[src/rtl/sample_pacer.sv]
// Rate-paced FIFO: buffers upstream samples and emits one every rate_div cycles
// once the buffer has primed, counting ticks that find it empty.
module sample_pacer #(
  parameter int WIDTH       = 8,
  parameter int FIFO_DEPTH  = 8,
  parameter int DIV_WIDTH   = 16,
  parameter int PRIME_LEVEL = 4
) (
  input  logic                            clk,
  input  logic                            rst,
  input  logic                            enable,
  input  logic [DIV_WIDTH-1:0]            rate_div,
  input  logic [WIDTH-1:0]                wr_data,
  input  logic                            wr_valid,
  output logic                            wr_ready,
  output logic [WIDTH-1:0]                out_data,
  output logic                            out_valid,
  output logic [$clog2(FIFO_DEPTH+1)-1:0] fifo_count,
  output logic [7:0]                      underrun_cnt,
  output logic [1:0]                      fsm_state
);

  localparam int AW = $clog2(FIFO_DEPTH);
  localparam int CW = $clog2(FIFO_DEPTH+1);
  localparam logic [CW-1:0] DEPTH_C = CW'(FIFO_DEPTH);
  localparam logic [CW-1:0] PRIME_C = CW'(PRIME_LEVEL);

  // Handshake: a sample transfers on a rising edge where wr_valid && wr_ready;
  // wr_ready depends only on registered occupancy, never on wr_valid.

  typedef enum logic [1:0] {
    IDLE  = 2'd0,
    PRIME = 2'd1,
    RUN   = 2'd2
  } state_t;

  state_t               state_q, state_d;
  logic [WIDTH-1:0]     mem [FIFO_DEPTH];
  logic [AW-1:0]        wr_ptr_q, rd_ptr_q;
  logic [CW-1:0]        count_q;
  logic [DIV_WIDTH-1:0] cnt_q, cnt_d, period_m1;
  logic [WIDTH-1:0]     out_data_q;
  logic                 out_valid_q;
  logic [7:0]           underrun_q;
  logic                 push, pop, tick;

  // rate_div of 0 behaves as a period of one cycle
  assign period_m1 = (rate_div == '0) ? '0 : rate_div - DIV_WIDTH'(1);

  assign wr_ready = (count_q < DEPTH_C);
  assign push     = wr_valid && wr_ready;
  // occupancy is registered, so a sample pushed this cycle cannot pop this cycle
  assign pop      = tick && (count_q != '0);

  always_comb begin
    state_d = state_q;
    cnt_d   = cnt_q;
    tick    = 1'b0;
    if (!enable) begin
      state_d = IDLE;
    end else begin
      case (state_q)
        IDLE:  state_d = PRIME;
        PRIME: begin
          if (count_q >= PRIME_C) begin
            state_d = RUN;
            cnt_d   = period_m1;
          end
        end
        RUN: begin
          if (cnt_q == '0) begin
            tick  = 1'b1;
            cnt_d = period_m1;
            if (count_q == '0) state_d = PRIME;
          end else begin
            cnt_d = cnt_q - DIV_WIDTH'(1);
          end
        end
        default: state_d = IDLE;
      endcase
    end
  end

  always_ff @(posedge clk) begin
    if (!rst) begin
      state_q     <= IDLE;
      cnt_q       <= '0;
      wr_ptr_q    <= '0;
      rd_ptr_q    <= '0;
      count_q     <= '0;
      out_data_q  <= '0;
      out_valid_q <= 1'b0;
      underrun_q  <= '0;
    end else begin
      state_q     <= state_d;
      cnt_q       <= cnt_d;
      out_valid_q <= pop;
      if (push) begin
        mem[wr_ptr_q] <= wr_data;
        wr_ptr_q      <= wr_ptr_q + AW'(1);
      end
      if (pop) begin
        out_data_q <= mem[rd_ptr_q];
        rd_ptr_q   <= rd_ptr_q + AW'(1);
      end
      if (push && !pop)      count_q <= count_q + CW'(1);
      else if (pop && !push) count_q <= count_q - CW'(1);
      if (tick && count_q == '0 && underrun_q != 8'hFF)
        underrun_q <= underrun_q + 8'd1;
    end
  end

  assign out_data     = out_data_q;
  assign out_valid    = out_valid_q;
  assign fifo_count   = count_q;
  assign underrun_cnt = underrun_q;
  assign fsm_state    = state_q;

endmodule
[config.mk]
export PLATFORM = sky130hd
export DESIGN_NAME = sample_pacer
export DESIGN_NICKNAME = d
export VERILOG_FILES = /design/src/rtl/sample_pacer.sv
export SDC_FILE = /design/constraint.sdc
export NUM_CORES = 1
export LEC_CHECK = 0
export CORE_MARGIN = 5
export CORE_UTILIZATION = 57
export CTS_CLUSTER_SIZE = 14
export DETAILED_ROUTE_END_ITERATION = 12
export PLACE_DENSITY_LB_ADDON = 0.3
export RECOVER_POWER = 50
export SLEW_MARGIN = 20
export SYNTH_ARGS = -nofsm -noshare
export SYNTH_HDL_FRONTEND = slang
export SYNTH_SLANG_ARGS = --single-unit
[constraint.sdc]
create_clock -name clk -period 4.1 [get_ports clk]
set_input_delay 0.82 -clock clk [delete_from_list [all_inputs] [get_ports clk]]
set_output_delay 0.82 -clock clk [all_outputs]
set_load 0.05 [all_outputs]
==> impl_metrics.toml <==
[outcome]
status = "complete, no violations"

[clock_tree]
cts_sinks = 109
root_buffer = "clkbuf_8"
cts_buffer_depth = 2
cts.reportedPaths.clkPinSlew_ns = 0.11
insertion_delay_ns = 0.37
ctsHoldBuffers = 0
cts_tree = "yes"
ctsResizeCount = 0
post-cts-setup-buffer-count = 0
cts-buffers-inserted = 9
cts_max_level = 3

[yosys]
synth_edf_count = 64
synth_cells = 424
synth_area_per_cell_um2 = 11.83
yosysWarningCount = 0
synth_seq_cells = 109
synth.cell_area_mm2 = 0.005015
yosysUniqueCellTypes = 51
ys_seq_area_frac = 0.5629
syn_nets = 463
ys_async_sr_fraction = 0
synthFlopType = "edfxtp_1"

[final_layout]
instances_no_fill = 589
drive_above_1_share = 0.08732
fillers = 667
final_nets = 515
n_antenna_cell = 0
syn_to_final_growth_pct = 16.12

[timing]
maxSlewViolCount = 0
fmax_mhz = 294.9
fin_crit_ns = 3.391
fin_tns_setup_ns = 0
rsz0062_at_grt = "no"
tightest_slew_ns = 1.471
finalCritPeriodShare = 0.8270
slew_headroom = 0.01910
finalHoldViolations = 0
setup_viol = 0
fin_skew_ns = 0.01454

[worst_hold_path]
hold_depth = 2
min_path_type = "flop to flop"

[place]
place_inst = 573
gp_congestion = 0.8813
dp_hpwl_mm = 7.295
port_buffers = 51

[die]
initial_core_util = 0.5807
die-width_um = 103.8
core_mm2 = 0.008636
row_count = 34
die_h_um = 103.8
die_area_mm2 = 0.01077
io_pins = 52

[setup_path]
reg2reg_depth = 12
cp.arrival_ns = 3.67
rr_startpoint = "cnt_q[10]"
crit_path_end_kind = "flop"
reg2reg_to = "fifo_count[3]"
cp_num_buf_inv = 1
worstPathCellList = "or4_1 -> or3_1 -> nor2_1 -> nand2_1 -> ha_1 -> inv_1 -> ha_1 -> a21o_1 -> a21oi_1 -> xnor2_1 -> or3_1 -> a21oi_1"
crit_path_max_incr_delay_ns = 0.73
critPathSlowestCell = "or4_1"
rrSetupSlack_ns = 0.71
path_class = "flop to flop"
cp_num_cells = 12
critical_path.top_delay_family = "simple AND/OR/NAND/NOR gates"
crit_required_ns = 4.38
cp-start-kind = "flop"
worstPathMaxFanout = 8
crit_end = "fifo_count[3]"
cp-startpoint = "cnt_q[10]"

[routing]
drtIter0Drc = 219
wl_per_cell_um = 17.95
drc = 0
ant_nets = 0
drt_pre_antenna_iters = 5
vias = 3545
drt_wl_total_mm = 10.57
viasPerCell = 6.019

[power_and_ir_drop]
power.density_mw_per_mm2 = 424.9
p_leak_nw = 1.928
peakVddDrop_uv = 264.9

[job]
drv_cap = 0

[global_routing]
grt_overflow = 0
grt_pass1_vias = 3518
grt_pass1_wl_mm = 17.51
antenna_found_initial = 0
grt_util_all_layers = 0.1997
grt_max_degree = 31
## flip-flops by register name, summed over array words and instances, names as in the netlist
register / cells
cnt_q: 16
fifo_count: 4
fsm_state: 2
mem: 64
out_data: 8
out_valid: 1
rd_ptr_q: 3
underrun_cnt: 8
wr_ptr_q: 3
## cell usage after synthesis, types with 3 or more instances
cell type / n / area share
a31oi_1: 3 / 0.0037
ha_1: 10 / 0.025
edfxtp_1: 64 / 0.38
o31ai_1: 3 / 0.0045
a21oi_1: 17 / 0.017
buf_2: 4 / 0.0040
o22a_1: 3 / 0.0052
nor3_1: 12 / 0.012
nor2b_1: 4 / 0.0050
a21boi_0: 4 / 0.0060
a21o_1: 3 / 0.0045
xnor2_1: 11 / 0.019
dfxtp_1: 45 / 0.18
o21a_1: 6 / 0.0090
nand2_1: 25 / 0.019
o21ai_0: 20 / 0.020
a211oi_1: 9 / 0.013
o31a_1: 3 / 0.0052
or3_1: 9 / 0.011
nand3_1: 11 / 0.011
xor2_1: 14 / 0.024
nor4_1: 9 / 0.011
mux4_2: 16 / 0.072
clkbuf_1: 12 / 0.0090
nor2_1: 53 / 0.040
mux2i_1: 12 / 0.024
inv_1: 7 / 0.0052
nand2b_1: 4 / 0.0050
## cell type report
type,instances,area [um2],share of cell area
sequential,109,2823,0.4847
multi-input combinational,288,2078,0.3569
timing repair buffer,60,555.5,0.09540
tap,108,135.1,0.02321
clock buffer,9,123.9,0.02127
clock inverter,7,77.57,0.01332
inverter,8,30.03,0.005157
## worst register-to-register path, cell delays in order (launching register included)
cell and delay [ns]:
dfxtp_1 0.36, or4_1 0.73, or3_1 0.44, nor2_1 0.20, nand2_1 0.10, ha_1 0.22
inv_1 0.12, ha_1 0.24, a21o_1 0.17, a21oi_1 0.17, xnor2_1 0.09, or3_1 0.31
a21oi_1 0.15
## placed cells by master (no fill, tap or decap), drive strengths merged, types with 6 or more instances in the layout
cell type      instances
nor2                  53
a21oi                 19
nor4                   9
clkbuf                15
nor3                  13
edfxtp                64
o21ai                 21
nand2                 25
nand3                 11
a211oi                 9
dfxtp                 45
inv                   11
xnor2                 11
ha                    10
xor2                  14
mux4                  16
mux2i                 12
dlygate4sd3           11
clkdlybuf4s50         40
o21a                   6
or3                    9
## power by group
group / leakage (nW) / internal, W / switching [W] / total [W]
logic: 0.882 / 0.000214 / 0.000352 / 0.000565
registers: 0.942 / 0.00122 / 0.0000528 / 0.00127
clock network: 0.104 / 0.000243 / 0.000397 / 0.000641
total: 1.93 / 0.00167 / 0.000802 / 0.00247
## metrics by stage
stage | instance area (um2) | worst slack (ns) | power (W) | hold WS, ns | util
CTS | 5846 | 0.7476 | 0.002490 | 0.4933 | 0.6769
global placement | 5644 | 0.8836 | 0.001834 | 0.4606 | 0.6536
detailed placement | 5644 | 0.7570 | 0.001855 | 0.4769 | 0.6536
finish | 5823 | 0.7092 | 0.002474 | 0.4948 | 0.6743
global route | 5823 | 0.4251 | 0.002594 | 0.5249 | 0.6743
floorplan | 5015 | 1.074 | 0.001682 | 0.4493 | -
## logic make-up after synthesis
family | synth area share
and+or+nand+nor | 0.1440
DFF | 0.5629
AOI/OAI and AO/OA | 0.1020
muxes | 0.09581
buffers and inverters | 0.02270
xor gates and xnor gates | 0.04366
adders and majority gates | 0.02894
## routing by layer
metal / GRT usage / share of wire
met1: 0.2642 / 0.44
met2: 0.3270 / 0.48
met3: 0.04104 / 0.067
met4: 0.07123 / 0.013
met5: 0 / 0
## how the worst min path moves through the flow
stage,start,end
2_1_floorplan,cnt_q[4],cnt_q[4]
3_3_place_gp,cnt_q[4],cnt_q[4]
3_5_place_dp,cnt_q[3],cnt_q[3]
4_1_cts,cnt_q[4],cnt_q[4]
5_1_grt,cnt_q[3],cnt_q[3]
6_report,cnt_q[4],cnt_q[4]
No activity file was read; power rests on OpenSTA's default activity.
